[src/rtl/ccastles_vram_arbiter.sv]
`default_nettype none
// ============================================================================
// Module   : ccastles_vram_arbiter
// Purpose  : Shares the single-port bitmap VRAM between scanout fetch (fixed
//            priority on pixel slots) and CPU req/ack accesses.
// Option   : CCASTLES_VRAM_BLANK_ONLY_EN restricts CPU grants to blanking.
// Revision : 1.0  initial release
// ============================================================================
module ccastles_vram_arbiter (
    input  logic        clk,
    input  logic        reset,
    input  logic        ce_pix,
    input  logic        hblank,
    input  logic        vblank,
    input  logic [9:0]  hc,
    input  logic [9:0]  vc,
    input  logic        cpu_req,
    input  logic        cpu_we,
    input  logic [14:0] cpu_addr,
    input  logic [7:0]  cpu_din,
    output logic        cpu_ack,
    output logic [7:0]  cpu_dout,
    output logic [14:0] ram_addr,
    output logic [7:0]  ram_din,
    output logic        ram_we,
    input  logic [7:0]  ram_dout,
    output logic [7:0]  pix_data,
    output logic        pix_valid
);

    localparam logic [1:0] ST_IDLE   = 2'd0;
    localparam logic [1:0] ST_ISSUE  = 2'd1;
    localparam logic [1:0] ST_RDWAIT = 2'd2;
    localparam logic [1:0] ST_ACK    = 2'd3;

    logic [1:0]  state_q,     state_d;
    logic        op_we_q,     op_we_d;
    logic [14:0] ram_addr_q,  ram_addr_d;
    logic [7:0]  ram_din_q,   ram_din_d;
    logic        ram_we_q,    ram_we_d;
    logic [7:0]  cpu_dout_q,  cpu_dout_d;
    logic        vid_issue_q, vid_issue_d;
    logic        vid_wait_q,  vid_wait_d;
    logic [7:0]  pix_data_q,  pix_data_d;
    logic        pix_valid_q, pix_valid_d;

    logic        w_video_slot;
    logic        w_cpu_window;
    logic        w_cpu_grant;
    logic        w_unused_vc;

    // Only 256 scanlines are addressable; the upper vertical bits are ignored.
    assign w_unused_vc = &{1'b0, vc[9:8]};

    assign w_video_slot = ce_pix && (hc[1:0] == 2'b00) && !hc[9] && !hblank && !vblank;

`ifdef CCASTLES_VRAM_BLANK_ONLY_EN
    assign w_cpu_window = hblank | vblank;
`else
    assign w_cpu_window = 1'b1;
`endif

    assign w_cpu_grant = !w_video_slot && cpu_req && w_cpu_window && (state_q == ST_IDLE);

    always_comb begin
        state_d     = state_q;
        op_we_d     = op_we_q;
        ram_addr_d  = ram_addr_q;
        ram_din_d   = ram_din_q;
        ram_we_d    = 1'b0;
        cpu_dout_d  = cpu_dout_q;
        vid_issue_d = 1'b0;
        vid_wait_d  = vid_issue_q;
        pix_data_d  = pix_data_q;
        pix_valid_d = 1'b0;

        if (w_video_slot) begin
            ram_addr_d  = {vc[7:0], hc[8:2]};
            vid_issue_d = 1'b1;
        end else if (w_cpu_grant) begin
            ram_addr_d = cpu_addr;
            ram_din_d  = cpu_din;
            ram_we_d   = cpu_we;
            op_we_d    = cpu_we;
        end

        // Video read data returns one cycle after the issue cycle.
        if (vid_wait_q) begin
            pix_data_d  = ram_dout;
            pix_valid_d = 1'b1;
        end

        case (state_q)
            ST_IDLE:   if (w_cpu_grant) state_d = ST_ISSUE;
            ST_ISSUE:  state_d = op_we_q ? ST_ACK : ST_RDWAIT;
            ST_RDWAIT: begin
                cpu_dout_d = ram_dout;
                state_d    = ST_ACK;
            end
            ST_ACK:    state_d = ST_IDLE;
            default:   state_d = ST_IDLE;
        endcase
    end

    always_ff @(posedge clk) begin
        if (reset) begin
            state_q     <= ST_IDLE;
            op_we_q     <= 1'b0;
            ram_addr_q  <= '0;
            ram_din_q   <= '0;
            ram_we_q    <= 1'b0;
            cpu_dout_q  <= '0;
            vid_issue_q <= 1'b0;
            vid_wait_q  <= 1'b0;
            pix_data_q  <= '0;
            pix_valid_q <= 1'b0;
        end else begin
            state_q     <= state_d;
            op_we_q     <= op_we_d;
            ram_addr_q  <= ram_addr_d;
            ram_din_q   <= ram_din_d;
            ram_we_q    <= ram_we_d;
            cpu_dout_q  <= cpu_dout_d;
            vid_issue_q <= vid_issue_d;
            vid_wait_q  <= vid_wait_d;
            pix_data_q  <= pix_data_d;
            pix_valid_q <= pix_valid_d;
        end
    end

    assign cpu_ack   = (state_q == ST_ACK);
    assign cpu_dout  = cpu_dout_q;
    assign ram_addr  = ram_addr_q;
    assign ram_din   = ram_din_q;
    assign ram_we    = ram_we_q;
    assign pix_data  = pix_data_q;
    assign pix_valid = pix_valid_q;

endmodule
`default_nettype wire

[config.mk]
export PLATFORM = sky130hd
export DESIGN_NAME = ccastles_vram_arbiter
export DESIGN_NICKNAME = d
export VERILOG_FILES = /design/src/rtl/ccastles_vram_arbiter.sv
export SDC_FILE = /design/constraint.sdc
export NUM_CORES = 1
export LEC_CHECK = 0
export ABC_AREA = 1
export CAP_MARGIN = 20
export CELL_PAD_IN_SITES_DETAIL_PLACEMENT = 2
export CELL_PAD_IN_SITES_GLOBAL_PLACEMENT = 2
export CORE_MARGIN = 3
export CORE_UTILIZATION = 21
export DETAILED_ROUTE_END_ITERATION = 8
export PLACE_DENSITY_LB_ADDON = 0.08
export SLEW_MARGIN = 20
export SYNTH_ARGS = -nofsm -noshare
export SYNTH_HDL_FRONTEND = slang
export SYNTH_SLANG_ARGS = --single-unit
export TNS_END_PERCENT = 50
[constraint.sdc]
create_clock -name clk -period 1.8 [get_ports clk]
set_clock_uncertainty 0.2 [all_clocks]
set_input_delay 0.18 -clock clk [delete_from_list [all_inputs] [get_ports clk]]
set_output_delay 0.18 -clock clk [all_outputs]
set_load 0.01 [all_outputs]
==> impl_metrics.json <==
{
  "p_switching_mw": 1.285,
  "final_nets": 456,
  "drt-wirelength-per-cell_um": 13.13,
  "rr_startpoint": "state_q[0]$_SDFFE_PP0P_",
  "crit_chain": "inv_1 -> ha_1 -> buf_4 -> nand3_2 -> nand3_1 -> o21ai_0",
  "dieArea_sq_um": 11320,
  "mostFrequentLayoutCell": "clkdlybuf4s50_1",
  "drv_cap": 0,
  "ys_ff_latch": 46,
  "tns_ns": 0,
  "grt_overflow": 0,
  "die_w_um": 106.4,
  "crit_path_end_kind": "register",
  "worst_ep_required_time_ns": 1.78,
  "clk_pin_slew_ns": 0.09,
  "combPwrFrac_pct": 44.0,
  "slew-limit-headroom_pct": 80.75,
  "initialDrtViolationCount": 41,
  "regArea_sq_um": 923.4,
  "startpoint": "state_q[0]$_SDFFE_PP0P_",
  "insertion_delay_ns": 0.29,
  "crit_cells": 6,
  "netlist.area_leader.share_pct": 43.50,
  "cp_slowest_cell": "dfxtp_2",
  "synth_top_area_cell": "dfxtp_1",
  "crit_type": "register to register",
  "p_per_area_nw_per_um2": 1076,
  "grt_util_all_layers_pct": 12.43,
  "initial_core_util_pct": 21.66,
  "synth.distinct_cells": 20,
  "drc": 0,
  "crit_end": "op_we_q$_SDFFE_PP0P_",
  "clockRootBuffer": "clkbuf_8",
  "crit_arrival_ns": 1.63,
  "dr.pass1.iters": 2,
  "rr_endpoint": "op_we_q$_SDFFE_PP0P_",
  "rrSetupSlack_ns": 0.15,
  "min_path_type": "register to register",
  "htree_levels": 2,
  "antenna_found_initial": 0,
  "cts_max_path_buffers": 2,
  "drt_wl_total_um": 6905,
  "die_y_um": 106.4,
  "fin_crit_ns": 1.651,
  "crit_family": "flip-flops",
  "rsz0062_at_grt": "false",
  "row_count": 36,
  "num_vias": 2247,
  "leakage_nw": 1.418,
  "status": "finished clean",
  "numCtsBuffers": 5,
  "worst-path-buf-inv": 2,
  "netlist_top_cells_area": "dfxtp_1 43%, nor2_1 12%, nand2_1 7.8%, inv_1 6.6%, o21ai_0 5.2%",
  "place.gp.congestion": 0.6340,
  "synthesis.area_sq_um": 2117,
  "cp-start-kind": "register",
  "synth_cells": 293,
  "grt_pass1_vias": 2335,
  "syn_to_final_growth_pct": 57.09,
  "finalCritPeriodShare_pct": 91.74,
  "tightest_slew_ns": 0.2883,
  "critPathMaxFanout": 12,
  "multi_input_area_sq_um": 934.6,
  "synth_warnings": 0,
  "intPower_mw": 2.293,
  "cts_tree": "done",
  "layout_common_cells": "96 x clkdlybuf4s50_1, 68 x nor2_1, 44 x nand2_1, 44 x dfxtp_1, 37 x inv_1",
  "vias_per_cell": 4.272,
  "core_area_sq_um": 9774,
  "fmax_ghz": 0.6056,
  "synth_nets": 356,
  "slew_violations": 0,
  "diodes": 0,
  "peakVddDrop_v": 0.0004844,
  "worstHoldPathCells": 2,
  "cpPeakStageDelay_ns": 0.36,
  "power_frac_seq_pct": 38.7,
  "finalHoldViolations": 0,
  "cts_setup_buffers": 0,
  "switching_share_pct": 35.91,
  "worst_r2r_path_depth": 6,
  "hold_ws_ns": 0.2123,
  "portBuffers": 97,
  "dp_hpwl_um": 5225,
  "setup_viol": 0,
  "drive_gt1_share_pct": 7.634,
  "num-fill-cells": 1162,
  "syn_avg_cell_area_sq_um": 7.225,
  "clock_sinks": 46,
  "grt_pass1_wl_um": 11280,
  "pwr-share-clk_pct": 17.3,
  "top_level_ports": 100,
  "grt_max_degree": 25,
  "finish.utilization_pct": 34.02,
  "ant_nets": 0,
  "yosysSeqAreaShare_pct": 43.50
}
==> stage by stage <==
stage / setup WS [ns] / instances / power [mW] / area [sq um]
after floorplan: 0.2334 / 293 / 2.242 / 2117
after global placement: -0.009618 / 519 / 2.981 / 3246
after detailed placement: -0.05394 / 519 / 3.025 / 3246
after CTS: 0.1342 / 526 / 3.677 / 3326
after global routing: 0.01660 / 526 / 3.899 / 3326
final: 0.1487 / 526 / 3.578 / 3326
==> Yosys cell counts, drive strengths merged <==
cell    number
nand3        6
o211ai      15
dfxtp       46
clkbuf       5
clkinv       1
o21ai       33
nand4        8
ha           5
nand3b       1
inv         39
a21oi       10
nand2       44
nor2        69
buf         11
==> routing by layer <==
metal | track usage [%] | wire [um]
met1 | 15.06 | 3034
met2 | 21.49 | 3373
met3 | 3.339 | 404
met4 | 3.608 | 92
met5 | 0 | 0
==> cell families (layout without fill, tap and decap cells) <==
group,Yosys count,in the layout,share of synthesized area [%]
DFF,46,46,43.50
and+or+nand+nor,128,128,24.76
adders and majority gates,5,5,2.955
buffers and inverters,56,156,12.35
AOI/OAI and AO/OA,58,58,16.43
==> worst min-delay path by stage <==
stage | startpoint | endpoint
after global placement | vid_issue_q$_SDFF_PP0_ | vid_wait_q$_SDFF_PP0_
after detailed placement | vid_issue_q$_SDFF_PP0_ | vid_wait_q$_SDFF_PP0_
after floorplan | reset | ram_din[0]$_SDFFE_PP0P_
after global routing | vid_issue_q$_SDFF_PP0_ | vid_wait_q$_SDFF_PP0_
final | vid_issue_q$_SDFF_PP0_ | vid_wait_q$_SDFF_PP0_
after CTS | vid_issue_q$_SDFF_PP0_ | vid_wait_q$_SDFF_PP0_
==> power by group through the flow <==
| stage | registers, mW | logic, mW | clock network [mW] |
|---|---|---|---|
| 2_1_floorplan | 1.47 | 0.773 | 0 |
| 3_3_place_gp | 1.40 | 1.58 | 0 |
| 3_5_place_dp | 1.41 | 1.62 | 0 |
| 4_1_cts | 1.39 | 1.62 | 0.664 |
| 5_1_grt | 1.42 | 1.78 | 0.700 |
| 6_report | 1.38 | 1.57 | 0.620 |
==> sequential cells by signal (all words and copies together) (netlist names) <==
register and flops:
ram_addr 15, cpu_dout 8, pix_data 8, ram_din 8
state_q 2, op_we_q 1, pix_valid 1, ram_we 1
vid_issue_q 1, vid_wait_q 1
==> worst min-delay path: stages (launching register included) <==
cell,delay [ns]
dfxtp_1,0.31
inv_1,0.05
nor2_1,0.03
==> area by class of cell <==
class / instances / share of cell area [%]
clock inverter: 2 / 0.3010
multi-input combinational: 191 / 28.10
inverter: 40 / 4.515
sequential: 46 / 27.77
timing repair buffer: 109 / 32.24
tap: 133 / 5.004
clock buffer: 5 / 2.069
==> what timing repair did <==
| item | CTS | global route |
|---|---|---|
| gates resized for setup | 3 | 0 |
| endpoints found under the setup margin | 1 | 0 |
| hold buffers | 0 | 0 |
Note: power is estimated with default switching activity, not from simulation.
